==> config.mk <==
export PLATFORM = sky130hd
export DESIGN_NAME = genesis_pad_port
export DESIGN_NICKNAME = d
export VERILOG_FILES = /design/src/rtl/genesis_pad_port.sv
export SDC_FILE = /design/constraint.sdc
export NUM_CORES = 1
export LEC_CHECK = 0
export ABC_AREA = 0
export CELL_PAD_IN_SITES_DETAIL_PLACEMENT = 0
export CELL_PAD_IN_SITES_GLOBAL_PLACEMENT = 2
export CORE_MARGIN = 2
export CORE_UTILIZATION = 34
export DETAILED_ROUTE_END_ITERATION = 10
export HOLD_SLACK_MARGIN = 0.12
export PLACE_DENSITY_LB_ADDON = 0.1
export SLEW_MARGIN = 20
export SYNTH_ARGS = -nofsm -noshare
export SYNTH_HDL_FRONTEND = slang
export SYNTH_SLANG_ARGS = --single-unit
export TNS_END_PERCENT = 10
==> constraint.sdc <==
create_clock -name iCLK -period 9.1 [get_ports iCLK]
set_input_delay 1.82 -clock iCLK [delete_from_list [all_inputs] [get_ports iCLK]]
set_output_delay 1.82 -clock iCLK [all_outputs]
set_load 0.01 [all_outputs]
==> src/rtl/genesis_pad_port.sv <==
// genesis_pad_port
// Console-side gamepad port model. Takes the decoded button word and pad
// type from genesis_gamepad and re-serialises them onto the six active-low
// data lines that the Genesis I/O port samples, steered by the console's
// TH/select line. Supports the Master System, 3-button and 6-button
// protocols, including the 6-button TH falling-edge sequence and its
// inactivity timeout.
//
// Parameters:
//   TIMEOUT_CYCLES  cycles without a TH falling edge before the 6-button
//                   sequence falls back to a plain 3-button state
// Ports:
//   iCLK       clock (single domain)
//   iRST_N     synchronous active-low reset
//   iPAD_TYPE  00 Master System, 01 3-button, 10 6-button, 11 no pad
//   iBUTTONS   {Z,Y,X,M,S,C,B,A,U,D,L,R}, active-high pressed
//   iTH        console TH/select line
//   oPAD_DATA  {C/Start, B/A, Up/Z, Down/Y, Left/X, Right/Mode}, active-low
//   oPHASE     current protocol state 0..7 (debug)
module genesis_pad_port #(
  parameter int TIMEOUT_CYCLES = 75000
) (
  input  logic        iCLK,
  input  logic        iRST_N,
  input  logic [1:0]  iPAD_TYPE,
  input  logic [11:0] iBUTTONS,
  input  logic        iTH,
  output logic [5:0]  oPAD_DATA,
  output logic [2:0]  oPHASE
);

  localparam int TIMER_W = $clog2(TIMEOUT_CYCLES + 1);
  localparam logic [TIMER_W-1:0] TIMER_MAX  = TIMER_W'(TIMEOUT_CYCLES);
  localparam logic [TIMER_W-1:0] TIMER_LAST = TIMER_W'(TIMEOUT_CYCLES - 1);

  typedef enum logic [1:0] {
    PAD_SMS  = 2'b00,
    PAD_3BTN = 2'b01,
    PAD_6BTN = 2'b10,
    PAD_NONE = 2'b11
  } pad_type_e;

  pad_type_e          pad_type;
  pad_type_e          type_q;
  logic               th_q;
  logic [1:0]         cnt;
  logic [TIMER_W-1:0] timer;

  logic               th_fall;
  logic               type_changed;
  logic               expired;
  logic [1:0]         cnt_next;
  logic [1:0]         cnt_prev;
  logic [TIMER_W-1:0] timer_next;
  logic [2:0]         six_phase;
  logic [2:0]         phase_next;
  logic [5:0]         data_next;
  logic [5:0]         map_th_high;
  logic [5:0]         map_th_low;

  logic btn_z, btn_y, btn_x, btn_m, btn_s, btn_c;
  logic btn_b, btn_a, btn_u, btn_d, btn_l, btn_r;

  assign pad_type = pad_type_e'(iPAD_TYPE);

  assign {btn_z, btn_y, btn_x, btn_m, btn_s, btn_c,
          btn_b, btn_a, btn_u, btn_d, btn_l, btn_r} = iBUTTONS;

  // The two standard 3-button views of the pad. With TH low, Left and Right
  // are forced to read as pressed: that is how the console recognises a
  // 3-button (or better) pad.
  assign map_th_high = ~{btn_c, btn_b, btn_u, btn_d, btn_l, btn_r};
  assign map_th_low  = ~{btn_s, btn_a, btn_u, btn_d, 1'b1, 1'b1};

  // Sequence counter and timeout bookkeeping. A type change restarts the
  // sequence outright; otherwise a TH falling edge beats a simultaneous
  // timeout expiry. Expiry fires only on the cycle the timer passes
  // TIMEOUT_CYCLES-1, and the timer then parks at TIMEOUT_CYCLES so it
  // cannot fire again until the next falling edge.
  always_comb begin
    th_fall      = th_q & ~iTH;
    type_changed = (pad_type != type_q);
    expired      = (timer == TIMER_LAST);
    cnt_next     = cnt;
    timer_next   = timer;

    if (type_changed) begin
      cnt_next   = 2'd0;
      timer_next = '0;
    end else if (th_fall) begin
      cnt_next   = cnt + 2'd1;
      timer_next = '0;
    end else begin
      if (expired) begin
        cnt_next = iTH ? 2'd0 : 2'd1;
      end
      if (timer != TIMER_MAX) begin
        timer_next = timer + 1'b1;
      end
    end

    // Only the 6-button protocol walks through the sequence.
    if (pad_type != PAD_6BTN) begin
      cnt_next = 2'd0;
    end
  end

  // Protocol state and data-line selection, both taken from the updated
  // counter and the live TH level so the registered outputs track an input
  // change one clock later. With TH low the state is odd and trails the
  // counter by one edge, so counter 0 (just wrapped) lands on state 7.
  always_comb begin
    cnt_prev  = cnt_next - 2'd1;
    six_phase = iTH ? {cnt_next, 1'b0} : {cnt_prev, 1'b1};

    phase_next = 3'd0;
    data_next  = 6'h3F;

    case (pad_type)
      PAD_SMS: begin
        phase_next = 3'd0;
        data_next  = map_th_high;
      end
      PAD_3BTN: begin
        phase_next = iTH ? 3'd0 : 3'd1;
        data_next  = iTH ? map_th_high : map_th_low;
      end
      PAD_6BTN: begin
        phase_next = six_phase;
        case (six_phase)
          3'd0, 3'd2, 3'd4: data_next = map_th_high;
          3'd1, 3'd3:       data_next = map_th_low;
          3'd5:             data_next = ~{btn_s, btn_a, 4'b1111};
          3'd6:             data_next = ~{2'b00, btn_z, btn_y, btn_x, btn_m};
          default:          data_next = ~{btn_s, btn_a, 4'b0000};
        endcase
      end
      default: begin
        phase_next = 3'd0;
        data_next  = 6'h3F;
      end
    endcase
  end

  // All protocol state and both outputs. TH history resets high so a TH
  // held low through reset only counts as an edge if it is still low on the
  // first cycle after release.
  always_ff @(posedge iCLK) begin
    if (!iRST_N) begin
      th_q      <= 1'b1;
      type_q    <= PAD_NONE;
      cnt       <= 2'd0;
      timer     <= '0;
      oPAD_DATA <= 6'h3F;
      oPHASE    <= 3'd0;
    end else begin
      th_q      <= iTH;
      type_q    <= pad_type;
      cnt       <= cnt_next;
      timer     <= timer_next;
      oPAD_DATA <= data_next;
      oPHASE    <= phase_next;
    end
  end

endmodule

# Word level (Yosys, flattened, before mapping)
# Index checks and enable logic that the tools add are counted.
# Widths: inputs -> output; s select.
[totals] regBits=31 inputBits=17 elab_cells=45
[classes] reduce_logical=5 bitwise=8 addsub=3 mux=11 eq_ne=12
[ops] cell="$not 6->6" n=4
[ops] cell="$pmux 6 s4" n=1
[ops] cell="$pmux 6 s3" n=1
[ops] cell="$add 17x1->17 const B" n=1
[ops] cell="$eq 17x17->1 const B" n=1
[ops] cell="$ne 17x17->1 const B" n=1
[ops] cell="$eq 3x3->1 const B" n=3
[ops] cell="$mux 2" n=4
[ops] cell="$eq 3x2->1 const B" n=2
[ops] cell="$mux 6" n=1
[ops] cell="$not 4->6" n=1
[ops] cell="$pmux 3 s2" n=1
[ops] cell="$reduce_or 3->1" n=2
[ops] cell="$eq 3x1->1 const B" n=1
[ops] cell="$logic_not 3->1" n=1
[ops] cell="$mux 3" n=1
[ops] cell="$add 2x1->2 const B" n=1
[ops] cell="$eq 2x1->1 const B" n=1
[ops] cell="$eq 2x2->1 const B" n=1
[ops] cell="$logic_not 2->1" n=1
[ops] cell="$mux 1" n=2
[ops] cell="$ne 2x2->1" n=1
[ops] cell="$ne 2x2->1 const B" n=1
[ops] cell="$not 1->1" n=2
[ops] cell="other kinds (3)" n=3

# Longest topological paths before layout
[logic_depth] word_depth=11 ltp_mapped=12

# Worst setup path after synthesis
# Ideal clock, no wire load.
[synth_timing] path_type="input to register" startpoint="in iTH" endpoint="reg oPAD_DATA[2]" arrival_ns=4.027 slack_ns=4.926 setup_time_ns=0.147 path_stages=11 path_cell_list="clkbuf_1 > inv_1 > o21a_1 > o211ai_1 > inv_1 > ha_1 > or4_1 > a21o_1 > a31oi_1 > o311a_1 > o221ai_1"
[synth_between] elab_chain_cells=11
[synth_lines] element="start: declaration" line_no="27" source="input logic iTH,"
[synth_lines] element="$mux 1 / $not 1->1 (equally long branches)" line_no="95, 81"
[synth_lines] element="$mux 2 / $and 1x1->1 (equally long branches)" line_no="94, 81"
[synth_lines] element="$mux 2 *" line_no="90" source="end else if (th_fall) begin"
[synth_lines] element="$mux 2 *" line_no="87" source="if (type_changed) begin"
[synth_lines] element="$mux 2 *" line_no="103" source="if (pad_type != PAD_6BTN) begin"
[synth_lines] element="via cnt_next[0]" line_no="52" source="logic [1:0] cnt_next;"
[synth_lines] element="$sub 2x1->2" line_no="113" source="cnt_prev = cnt_next - 2'd1;"
[synth_lines] element="$mux 3 *" line_no="114" source="six_phase = iTH ? {cnt_next, 1'b0} : {cnt_prev, 1'b1};"
[synth_lines] element="$eq 3x2->1, or another cell as far along" line_no="130" source="case (six_phase)"
[synth_lines] element="$reduce_or 3->1 / $reduce_or 2->1 (equally long branches)" line_no="130"
[synth_lines] element="$pmux 6 s4 *" line_no="130"
[synth_lines] element="$pmux 6 s3 *" line_no="119" source="case (pad_type)"
[synth_lines] element="end signal: assignment" line_no="161" source="oPAD_DATA <= data_next;"
[synth_lines] element="end: declaration" line_no="28" source="output logic [5:0] oPAD_DATA,"
# Mark *: on every way through the listed nets, which the timed path passes. The rest lies on a longest branch.
# A chain may end at the register's enable or synchronous reset.

# Worst setup path after layout
# Same ends and word-level chain as after synthesis.

==> out/metrics.cfg <==
[die]
coreArea_um2 = 4440
die_x_um = 72.7
io_pins = 26
start_util_pct = 36.1
row_count = 24
die_area_um2 = 5280
fp.dieH_um = 72.7

[critical_path]
cp-end-kind = flip-flop
start_kind = primary input
reg2reg_depth = 11
crit_fanout = 11
r2r_end = oPAD_DATA[2]$_SDFF_PN1_
worstPathRequired_ps = 9230
r2r_start = timer[14]$_SDFFE_PP0P_
critPathKind = primary input to flip-flop
arrival_ps = 4830
r2r_slack_ps = 5770

[routing]
ant_nets = 0
firstDrtPassIters = 4
routed_wirelength_um = 3440
viasPerCell = 5.08
via_count = 1332
drt_iter0_drc = 55
drcViolationCount = 0
routedWlPerCell_um = 13.1

[clocking]
cts_hold_buf = 0
post_cts_buffers = 0
cts_buffer_depth = 2
clkTransAtPathRegs_ps = 70
cts_resized = 0
cts_buffers = 5
htreeDepth = 2
cts_tree = built
cts-root-buf = clkbuf_8
clock-sinks = 31
clk_latency_ps = 270

[logic_synthesis]
avgSynthCellArea_um2 = 8.86
netlist_instances = 181
synth-edff-count = 0
synth_nets = 208
synth_top_flop_cell = dfxtp_1
async_reset_ff_share_pct = 0
synthTopCellsByArea = dfxtp_1 39%, ha_1 7.8%, nor2_1 6.6%
synth_top_area_share_pct = 38.7
netlist_area_um2 = 1600
synth_area_leader_cell = dfxtp_1
synth_cell_types = 41
ys_seq_area_share_pct = 38.7
ys_seq_elements = 31
synth_warnings = 0

[global_routing]
antenna_found_initial = 0
grt_pass1_wl_um = 6180
overflow = 0
grt_use_total_pct = 15.1
grt_pass1_vias = 1345
grt_max_degree = 18

[hold_path]
min_path_cells = 2
worstHoldStart = timer[7]$_SDFFE_PP0P_
hold_class = flip-flop to flip-flop
min_to = timer[7]$_SDFFE_PP0P_

[power_and_ir_drop]
sequentialPowerShare_pct = 47.9
p_comb_share_pct = 12.2
power_density_nw_per_um2 = 147
netSwitchingFraction_pct = 22.9
power_frac_clock_pct = 39.9
cellLeakagePower_nw = 0.743
p_int_w = 0.000228
netSwitchingPower_w = 0.0000674
peakVddDrop_uv = 76.7

[flow_run]
drv_cap = 0

[cells_and_area]
regArea_um2 = 621
multi_input_area_um2 = 930
layout.nets = 236
fin_cells = 262
fin_util_pct = 45.1
drive_gt1_share_pct = 6.67
fillers = 445
antenna_cells = 0
syn2layout_area_growth_pct = 25.0
layout_commonest_cell = dfxtp_1
layout_common_cells = 31 x dfxtp_1, 28 x nor2_1, 25 x clkdlybuf4s50_1, 15 x nand2_1

[placement]
dp_hpwl_um = 2600
dp_cells = 254
place_congestion = 0.723
numPortBuffers = 25

[sta]
max_freq_mhz = 213
slew_violations = 0
finalCriticalPeriod_ps = 4700
worst_pin_slew_ps = 661
setup_violations = 0
finalHoldViolations = 0
fin_setup_tns_ps = 0
fin_skew_ps = 3.73
slew_headroom_pct = 55.8
rsz0062_at_grt = no
min_period_over_period_pct = 51.7

[outcome]
status = finished clean

cell families after synthesis:
group                      synth area share, %
DFF                                       38.7
xor gates and xnor gates                  9.29
AOI/OAI and AO/OA                         13.7
and+or+nand+nor                           25.2
muxes                                     1.95
adders and majority gates                 7.81
buffers and inverters                     3.28
metal layers:
layer  up-vias  GRT usage [%]  part of all wire [%]
li1        689              -                     -
met1       600           20.8                    53
met2        38           22.2                    40
met3         5           4.83                   5.2
met4         0           4.94                   1.3
met5         -              0                     0
cells in the mapped netlist, drive strengths merged (3+ instances only):
cell / instances
dfxtp: 31
nor2: 28
nand2: 15
ha: 10
inv: 10
xnor2: 10
xor2: 7
and3: 6
nand3: 6
o221ai: 6
a21oi: 5
nand4: 5
clkbuf: 4
o21ai: 4
nand3b: 3
nor3: 3
registers in the layout, indices dropped and copies added (netlist names):
register,count
oPAD_DATA,6
th_q,1
cnt,2
type_q,2
timer,17
oPHASE,3
critical path, stage by stage:
cell             delay [ps]
clkdlybuf4s50_1         620
inv_1                   270
nand3_1                 150
and3_1                  200
o211ai_1                170
inv_1                   110
ha_1                    240
or4_1                   550
a21o_1                  190
a31oi_1                 160
o311a_1                 210
o221ai_1                120
how the worst max path moves through the flow:
stage	from	slack, ps	cells after the start	to
detailed placement	iTH	4160	12	oPAD_DATA[2]$_SDFF_PN1_
CTS	iTH	4450	12	oPAD_DATA[2]$_SDFF_PN1_
floorplan	iTH	4930	11	oPAD_DATA[2]$_SDFF_PN1_
finish	iTH	4400	12	oPAD_DATA[2]$_SDFF_PN1_
global route	iTH	4140	12	oPAD_DATA[2]$_SDFF_PN1_
global placement	iTH	4290	12	oPAD_DATA[3]$_SDFF_PN1_
cell type report:
type / count / share of cell area [%]
clock buffer: 8 / 5.00
inverter: 10 / 1.87
multi-input combinational: 136 / 46.4
sequential: 31 / 31.0
tap: 52 / 3.25
timing repair buffer: 25 / 12.5
through the flow:
step	area, um^2	setup slack [ps]	total power (W)	hold WS (ps)
final	2000	4400	0.000295	534
after global routing	2000	4140	0.000313	581
after CTS	2000	4450	0.000300	536
after detailed placement	1900	4160	0.000180	517
after global placement	1900	4290	0.000180	504
after floorplan	1600	4930	0.000163	479
power by group through the flow:
| stage | clock, W | sequential [W] | combinational (W) |
|---|---|---|---|
| CTS | 0.000123 | 0.000141 | 0.0000364 |
| floorplan | 0 | 0.000146 | 0.0000170 |
| global route | 0.000131 | 0.000142 | 0.0000405 |
| detailed placement | 0 | 0.000144 | 0.0000361 |
| global placement | 0 | 0.000144 | 0.0000360 |
| finish | 0.000118 | 0.000141 | 0.0000361 |
Power figures use the tool's default switching activity.
